<file path="src/rtl/crypt_result_fifo.sv">
// Result-capture FIFO for the RSA datapath: end-of-conversion results in,
// show-ahead valid/ready readout, count/full/empty status, sticky overflow.
//
// Ports:
//   clk, rstb (sync, active-low)   clock and reset
//   en, eoc, r_i                   capture strobe (gated by en) and result word
//   flush                          clears all stored entries (ovf kept)
//   c_ex, c_valid, c_ready         head word (0 when empty) and handshake
//   count, full, empty             occupancy status
//   ovf, ovf_clr                   sticky overflow flag and its clear
module crypt_result_fifo #(
    parameter int WIDTH     = 8,
    parameter int DEPTH     = 4,
    parameter int OVERWRITE = 0,
    localparam int CW       = $clog2(DEPTH + 1),
    localparam int AW       = $clog2(DEPTH)
) (
    input  logic             clk,
    input  logic             rstb,
    input  logic             en,
    input  logic             eoc,
    input  logic [WIDTH-1:0] r_i,
    input  logic             flush,
    input  logic             c_ready,
    output logic [WIDTH-1:0] c_ex,
    output logic             c_valid,
    output logic [CW-1:0]    count,
    output logic             full,
    output logic             empty,
    output logic             ovf,
    input  logic             ovf_clr
);

    localparam logic OVW = (OVERWRITE != 0);

    logic [WIDTH-1:0] mem_q [DEPTH];
    logic [AW-1:0]    wr_ptr_q, wr_ptr_d;
    logic [AW-1:0]    rd_ptr_q, rd_ptr_d;
    logic [CW-1:0]    count_q, count_d;
    logic             ovf_q, ovf_d;

    logic push, pop, wr_ok, ovr, mem_we;

    assign empty   = (count_q == '0);
    assign full    = (count_q == CW'(DEPTH));
    assign c_valid = ~empty;
    assign count   = count_q;
    assign ovf     = ovf_q;
    assign c_ex    = c_valid ? mem_q[rd_ptr_q] : '0;

    assign push = en & eoc;
    assign pop  = c_valid & c_ready;

    always_comb begin
        wr_ptr_d = wr_ptr_q;
        rd_ptr_d = rd_ptr_q;
        count_d  = count_q;
        mem_we   = 1'b0;
        // A pop frees a slot in the same cycle, so push+pop while full is legal.
        wr_ok    = push & (~full | pop);
        ovr      = push & full & ~pop;
        if (flush) begin
            wr_ptr_d = '0;
            rd_ptr_d = '0;
            count_d  = '0;
            ovr      = 1'b0;
        end else begin
            // Overwrite mode: wr_ptr == rd_ptr when full, so the oldest
            // word is replaced and both pointers step together.
            mem_we = wr_ok | (ovr & OVW);
            if (mem_we) wr_ptr_d = wr_ptr_q + 1'b1;
            if (pop | (ovr & OVW)) rd_ptr_d = rd_ptr_q + 1'b1;
            if (wr_ok & ~pop) count_d = count_q + 1'b1;
            else if (pop & ~wr_ok) count_d = count_q - 1'b1;
        end
        // A new overflow wins over a same-cycle clear.
        if (ovr) ovf_d = 1'b1;
        else if (ovf_clr) ovf_d = 1'b0;
        else ovf_d = ovf_q;
    end

    always_ff @(posedge clk) begin
        if (!rstb) begin
            wr_ptr_q <= '0;
            rd_ptr_q <= '0;
            count_q  <= '0;
            ovf_q    <= 1'b0;
        end else begin
            wr_ptr_q <= wr_ptr_d;
            rd_ptr_q <= rd_ptr_d;
            count_q  <= count_d;
            ovf_q    <= ovf_d;
        end
    end

    // Storage is not reset; only the pointers and count define its contents.
    always_ff @(posedge clk) begin
        if (rstb && mem_we) mem_q[wr_ptr_q] <= r_i;
    end

endmodule
</file>
<file path="config.mk">
export PLATFORM = sky130hd
export DESIGN_NAME = crypt_result_fifo
export DESIGN_NICKNAME = d
export VERILOG_FILES = /design/src/rtl/crypt_result_fifo.sv
export SDC_FILE = /design/constraint.sdc
export NUM_CORES = 1
export LEC_CHECK = 0
export BUFFER_PORTS_ARGS = -buffer_cell sky130_fd_sc_hd__buf_2
export CORE_MARGIN = 3
export CORE_UTILIZATION = 54
export DETAILED_ROUTE_END_ITERATION = 8
export PLACE_DENSITY_LB_ADDON = 0.3
export SYNTH_ARGS = -nofsm -noshare
export SYNTH_HDL_FRONTEND = slang
export SYNTH_SLANG_ARGS = --single-unit
</file>
<file path="constraint.sdc">
create_clock -name clk -period 2.37 [get_ports clk]
set_input_delay 0.237 -clock clk [delete_from_list [all_inputs] [get_ports clk]]
set_output_delay 0.237 -clock clk [all_outputs]
set_load 0.02 [all_outputs]
</file>
; Yosys cells after proc, flatten, opt, wreduce, memory -nomap -nowiden
; Memory sizes are Yosys's and may differ from the RTL's. A register that Yosys moved wholly into a read port is not among the register bits.
; Cells that the tools add are included.
[op_classes]
add_sub_neg = 4
eq_ne = 1
mux = 11
bitwise = 13
n_reduce_logical = 5
[op_table]
columns = operator, n
row1 = $mux W8, 1
row2 = $and A1 B1 Y1, 7
row3 = $mux W1, 6
row4 = $mux W3, 2
row5 = $not A1 Y1, 5
row6 = $add A2 B1 Y2 const B, 2
row7 = $mux W2, 2
row8 = $reduce_bool A2 Y1, 2
row9 = $add A3 B1 Y3 const B, 1
row10 = $eq A3 B3 Y1 const B, 1
row11 = $logic_not A3 Y1, 1
row12 = $sub A3 B1 Y3 const B, 1
row13 = $reduce_or A2 Y1, 1
row14 = $logic_and A1 B1 Y1, 1
row15 = $or A1 B1 Y1, 1
[word_totals]
reg_bits = 8
mem_bits_rw = 32
in_bits = 15
output_inout_bits = 15
word_cells = 39
mem_count = 1
[mem_list]
columns = name, words, word_bits, read_ports, rd_ports_with_merged_regs, write_ports, line_no
row1 = mem_q, 4, 8, 1, 1, 1, 36  ; logic [WIDTH-1:0] mem_q [DEPTH];

; Longest topological paths before layout
[depth]
depth_word = 9
depth_mapped = 8
mapped_depth_nobuf = 8

; Least setup slack after synthesis
; Ideal clock, no wire load.
[synth_timing]
kind = register to register
start = register count_q[0] (netlist: count[0])
end = register count_q[2] (netlist: count[2])
setup_time_ns = 0.070
arrival_time_ns = 2.092
required_ns = 2.300
path_slack_ns = 0.208
stages_incl_launch_ff = 9
n_path_buf = 0
period_less_slack_ns = 2.162
cell_sequence = dfxtp_1 nor4b_2 nor2_1 ha_1 inv_1 fa_1 xor2_1 or3_1 a21oi_1
[synth_between]
elab_chain_len = 8
word_cells_on_any_way = 16
classes_between = 2 x add/sub / 1 x eq/ne / 2 x mux / 9 x bitwise / 2 x reduce/logical
[synth_lines]
columns = item, line_no
row1 = "start, declared", 39  ; logic [CW-1:0] count_q, count_d;
row2 = "start signal, assigned", 91  ; count_q <= count_d;
row3 = $logic_not A3 Y1, 44  ; assign empty = (count_q == '0);
row4 = $not A1 Y1, 46  ; assign c_valid = ~empty;
row5 = $and A1 B1 Y1, 52  ; assign pop = c_valid & c_ready;
row6 = $or A1 B1 Y1 *, 60  ; wr_ok = push & (~full | pop);
row7 = $and A1 B1 Y1 *, 60
row8 = named net wr_ok, 42  ; logic push, pop, wr_ok, ovr, mem_we;
row9 = $not A1 Y1, 74  ; else if (pop & ~wr_ok) count_d = count_q - 1'b1;
row10 = $and A1 B1 Y1, 74
row11 = $reduce_bool A2 Y1 (no line), n/a
; The timed path passes the listed nets; every way through them passes the cells marked *. The select of a mux whose other input is x is not followed.
; A chain may end at the register's enable or synchronous reset.

; Worst setup path in the final report
[layout_timing]
start = register count_q[1] (netlist: count[1])
end = register count_q[2] (netlist: count[2])
; Same word-level chain as after synthesis.

==> implementation parameters <==
Parameter                              Value

Synthesis
  Fraction of the yosys area taken by sequential cells ... 66.1%
  Basic-gate share of the synthesized area counting and, or, nand and nor cells ... 11.3%
  Synth async-reset ratio ... 0%
  Synth Area in XOR/XNOR ... 1.50%
  Post-synthesis compound-gate area fraction ... 3.35%
  Synthesized instance count ... 110
  Synthesized net count ... 131
  Synthesized area ... 1760 um^2
  Number of synthesized flops with an enable pin ... 32
  Synthesis warning total ... 0
  Post-Synth Adder-Cell Area ... 4.70%
  Synth cell types ... 29
  Multiplexer fraction of the synthesized cell area ... 10.8%
  Largest family of logic cells by synthesized area ... simple AND/OR/NAND/NOR gates
  Mean post-synth cell area ... 16.0 um^2
  Synth Register Bits ... 42
  Most frequently used flop master after synthesis ... edfxtp_1

GRT
  Gr usage total ... 17.6%
  Largest net degree at the start of global routing ... 14
  Number of antenna violations at the first check in global routing ... 0
  First-pass GRT wire length ... 5050 um
  Total congestion overflow ... 0
  Vias in the first global route ... 1025

Critical path
  Kind of start point of the critical path ... flip-flop
  Beginning of the worst register-to-register path ... count[1]
  Crit path capture type ... flip-flop
  Data required time of the critical path ... 2.66 ns
  Critical Path Start ... count[1]
  Path type of the worst setup path ... flip-flop to flip-flop
  Arrival time of the worst setup path ... 2.51 ns
  CP Max Fanout ... 8

Floorplanning
  Count of pins on the block boundary ... 30
  Effective utilization at floorplan ... 57.1%
  DIE WIDTH ... 63.0 um
  Core Rows ... 20
  Die height ... 63.0 um
  CORE AREA ... 3080 um^2
  Full die area ... 3970 um^2

Pwr
  Post-layout power ... 1.32 mW
  Static leakage ... 0.739 nW
  Power density cells ... 659 nW/um^2
  IR Drop Worst-Case VDD ... 0.506 mV

Cells and area
  Number of nets in the final layout ... 164
  Commonest cells after routing, fill and taps aside ... edfxtp_1 (32), buf_2 (29), nor2b_1 (9), dfxtp_1 (9), mux4_2 (8)
  Filler instances ... 241
  Synth-to-Final Area Change ... 13.7%
  Antenna fix cells ... 0
  Post-route cell area ... 2000 um^2
  Fraction of final layout cells with drive strength greater than 1 ... 35.4%
  Final Util ... 64.9%
  Most common cell after layout, fill and taps aside ... edfxtp_1

CTS
  TritonCTS clock tree ... built
  Clock slew at the register clock pins of the worst setup and hold paths ... 0.12 ns
  Total CTS buffers ... 5
  Number of H-tree levels ... 2
  Post-CTS Setup Inserts ... 0
  Clk sink count ... 42
  Clk root buf ... clkbuf_4
  Hold Buf Count CTS ... 0
  Clock buffer depth ... 2
  Number of resized instances in the post-cts repair step ... 0
  Worst-Skew Late Latency ... 0.35 ns

Routing
  Via Count ... 1001
  Detailed Route WL ... 2970 um
  Count of routing violations after the opening detailed-route iteration ... 50
  Average vias per placed instance ... 5.32
  Antenna viol nets, final ... 0
  DRC violation count after routing ... 0
  WL/cell ... 15.8 um
  First-pass iteration count of the detailed router ... 4

STA
  Setup clock skew after layout ... 0.00712 ns
  Final Hold Viols ... 0
  Worst-Margin Slew ... 0.549 ns
  Final period utilization ... 93.7%
  Final setup violation count ... 0
  Post-Route Setup TNS ... 0 ns
  Min Tclk post-route ... 2.22 ns
  Worst-case hold slack ... 0.0788 ns
  Unrepaired setup endpoints after global routing ... no
  Number of max-slew violations in the final report ... 0
  Worst rel slew slack ... 63.3%
  Timing-limited maximum frequency ... 450 MHz

Worst hold path
  Hold Crit Class ... primary input to flip-flop
  Hold_sp ... ovf_clr

Place
  Total of buffers placed on input and output ports ... 29
  Placement Cell Area ... 1940 um^2
  DPL Wire Length ... 2060 um
  Final weighted congestion in routability-driven placement ... 0.800

Job
  Max-capacitance violation count ... 0

Run status
  Outcome ... complete, no violations
area by class of cell:
class | instances | area [um^2] | area share, %
multi-input combinational | 60 | 557 | 27.9
tap | 44 | 55.1 | 2.76
sequential | 42 | 1160 | 58.2
clock inverter | 2 | 13.8 | 0.689
timing repair buffer | 30 | 153 | 7.64
inverter | 4 | 15.0 | 0.752
clock buffer | 6 | 41.3 | 2.07
metrics by stage:
step | instances | setup WS (ns)
2_1_floorplan | 110 | 0.208
3_3_place_gp | 180 | 0.254
3_5_place_dp | 180 | 0.124
4_1_cts | 188 | 0.125
5_1_grt | 188 | 0.0210
6_report | 188 | 0.150
routing by layer:
layer	global-route usage (%)	routed length, um
met1	21.6	1320
met3	7.01	177
met5	0	0
met2	27.0	1410
met4	8.26	67
cells by family (layout without fill, tap and decap cells):
kind of cell,Yosys count,in the layout
flops,42,42
simple gates,32,32
compound gates,10,10
mux,9,9
buf+inv,8,42
fa+ha+maj,6,6
xor+xnor,3,3
final timing paths:
check	slack, ns	to	depth (start not counted)
setup / recovery	0.15	count[2]	8
setup reg to reg	0.15	count[2]	8
hold reg to reg	0.48	ovf	2
hold / removal	0.08	ovf	2
power by group:
group / internal [mW] / switching (mW)
logic: 0.0634 / 0.0923
clock network: 0.117 / 0.230
registers: 0.799 / 0.0152
total: 0.979 / 0.337
synth_stat cells (2+ instances only):
library cell / n / share of area, %
edfxtp_1: 32 / 55
dfxtp_1: 10 / 11
nor2b_1: 9 / 3.2
mux4_2: 8 / 10
ha_1: 5 / 3.6
nor2_1: 5 / 1.1
a21oi_1: 4 / 1.1
and3_1: 4 / 1.4
inv_1: 3 / 0.64
nand2_1: 3 / 0.64
nand3_1: 3 / 0.85
o21ai_0: 3 / 0.85
xor2_1: 3 / 1.5
clkbuf_1: 2 / 0.43
or3_1: 2 / 0.71
registers in the layout (all words and copies together) (netlist names), named ones only:
register and cells:
wr_ptr_q 2, rd_ptr_q 2, count 3, mem_q 32, ovf 1
worst max-delay path: stages, from the launching register on:
cell	delay, ns
dfxtp_1	0.56
nor4b_2	0.12
nor2_1	0.23
ha_1	0.23
inv_1	0.06
fa_1	0.37
xor2_1	0.15
or3_1	0.30
a21oi_1	0.14
No activity file was read; power rests on OpenSTA's default activity.
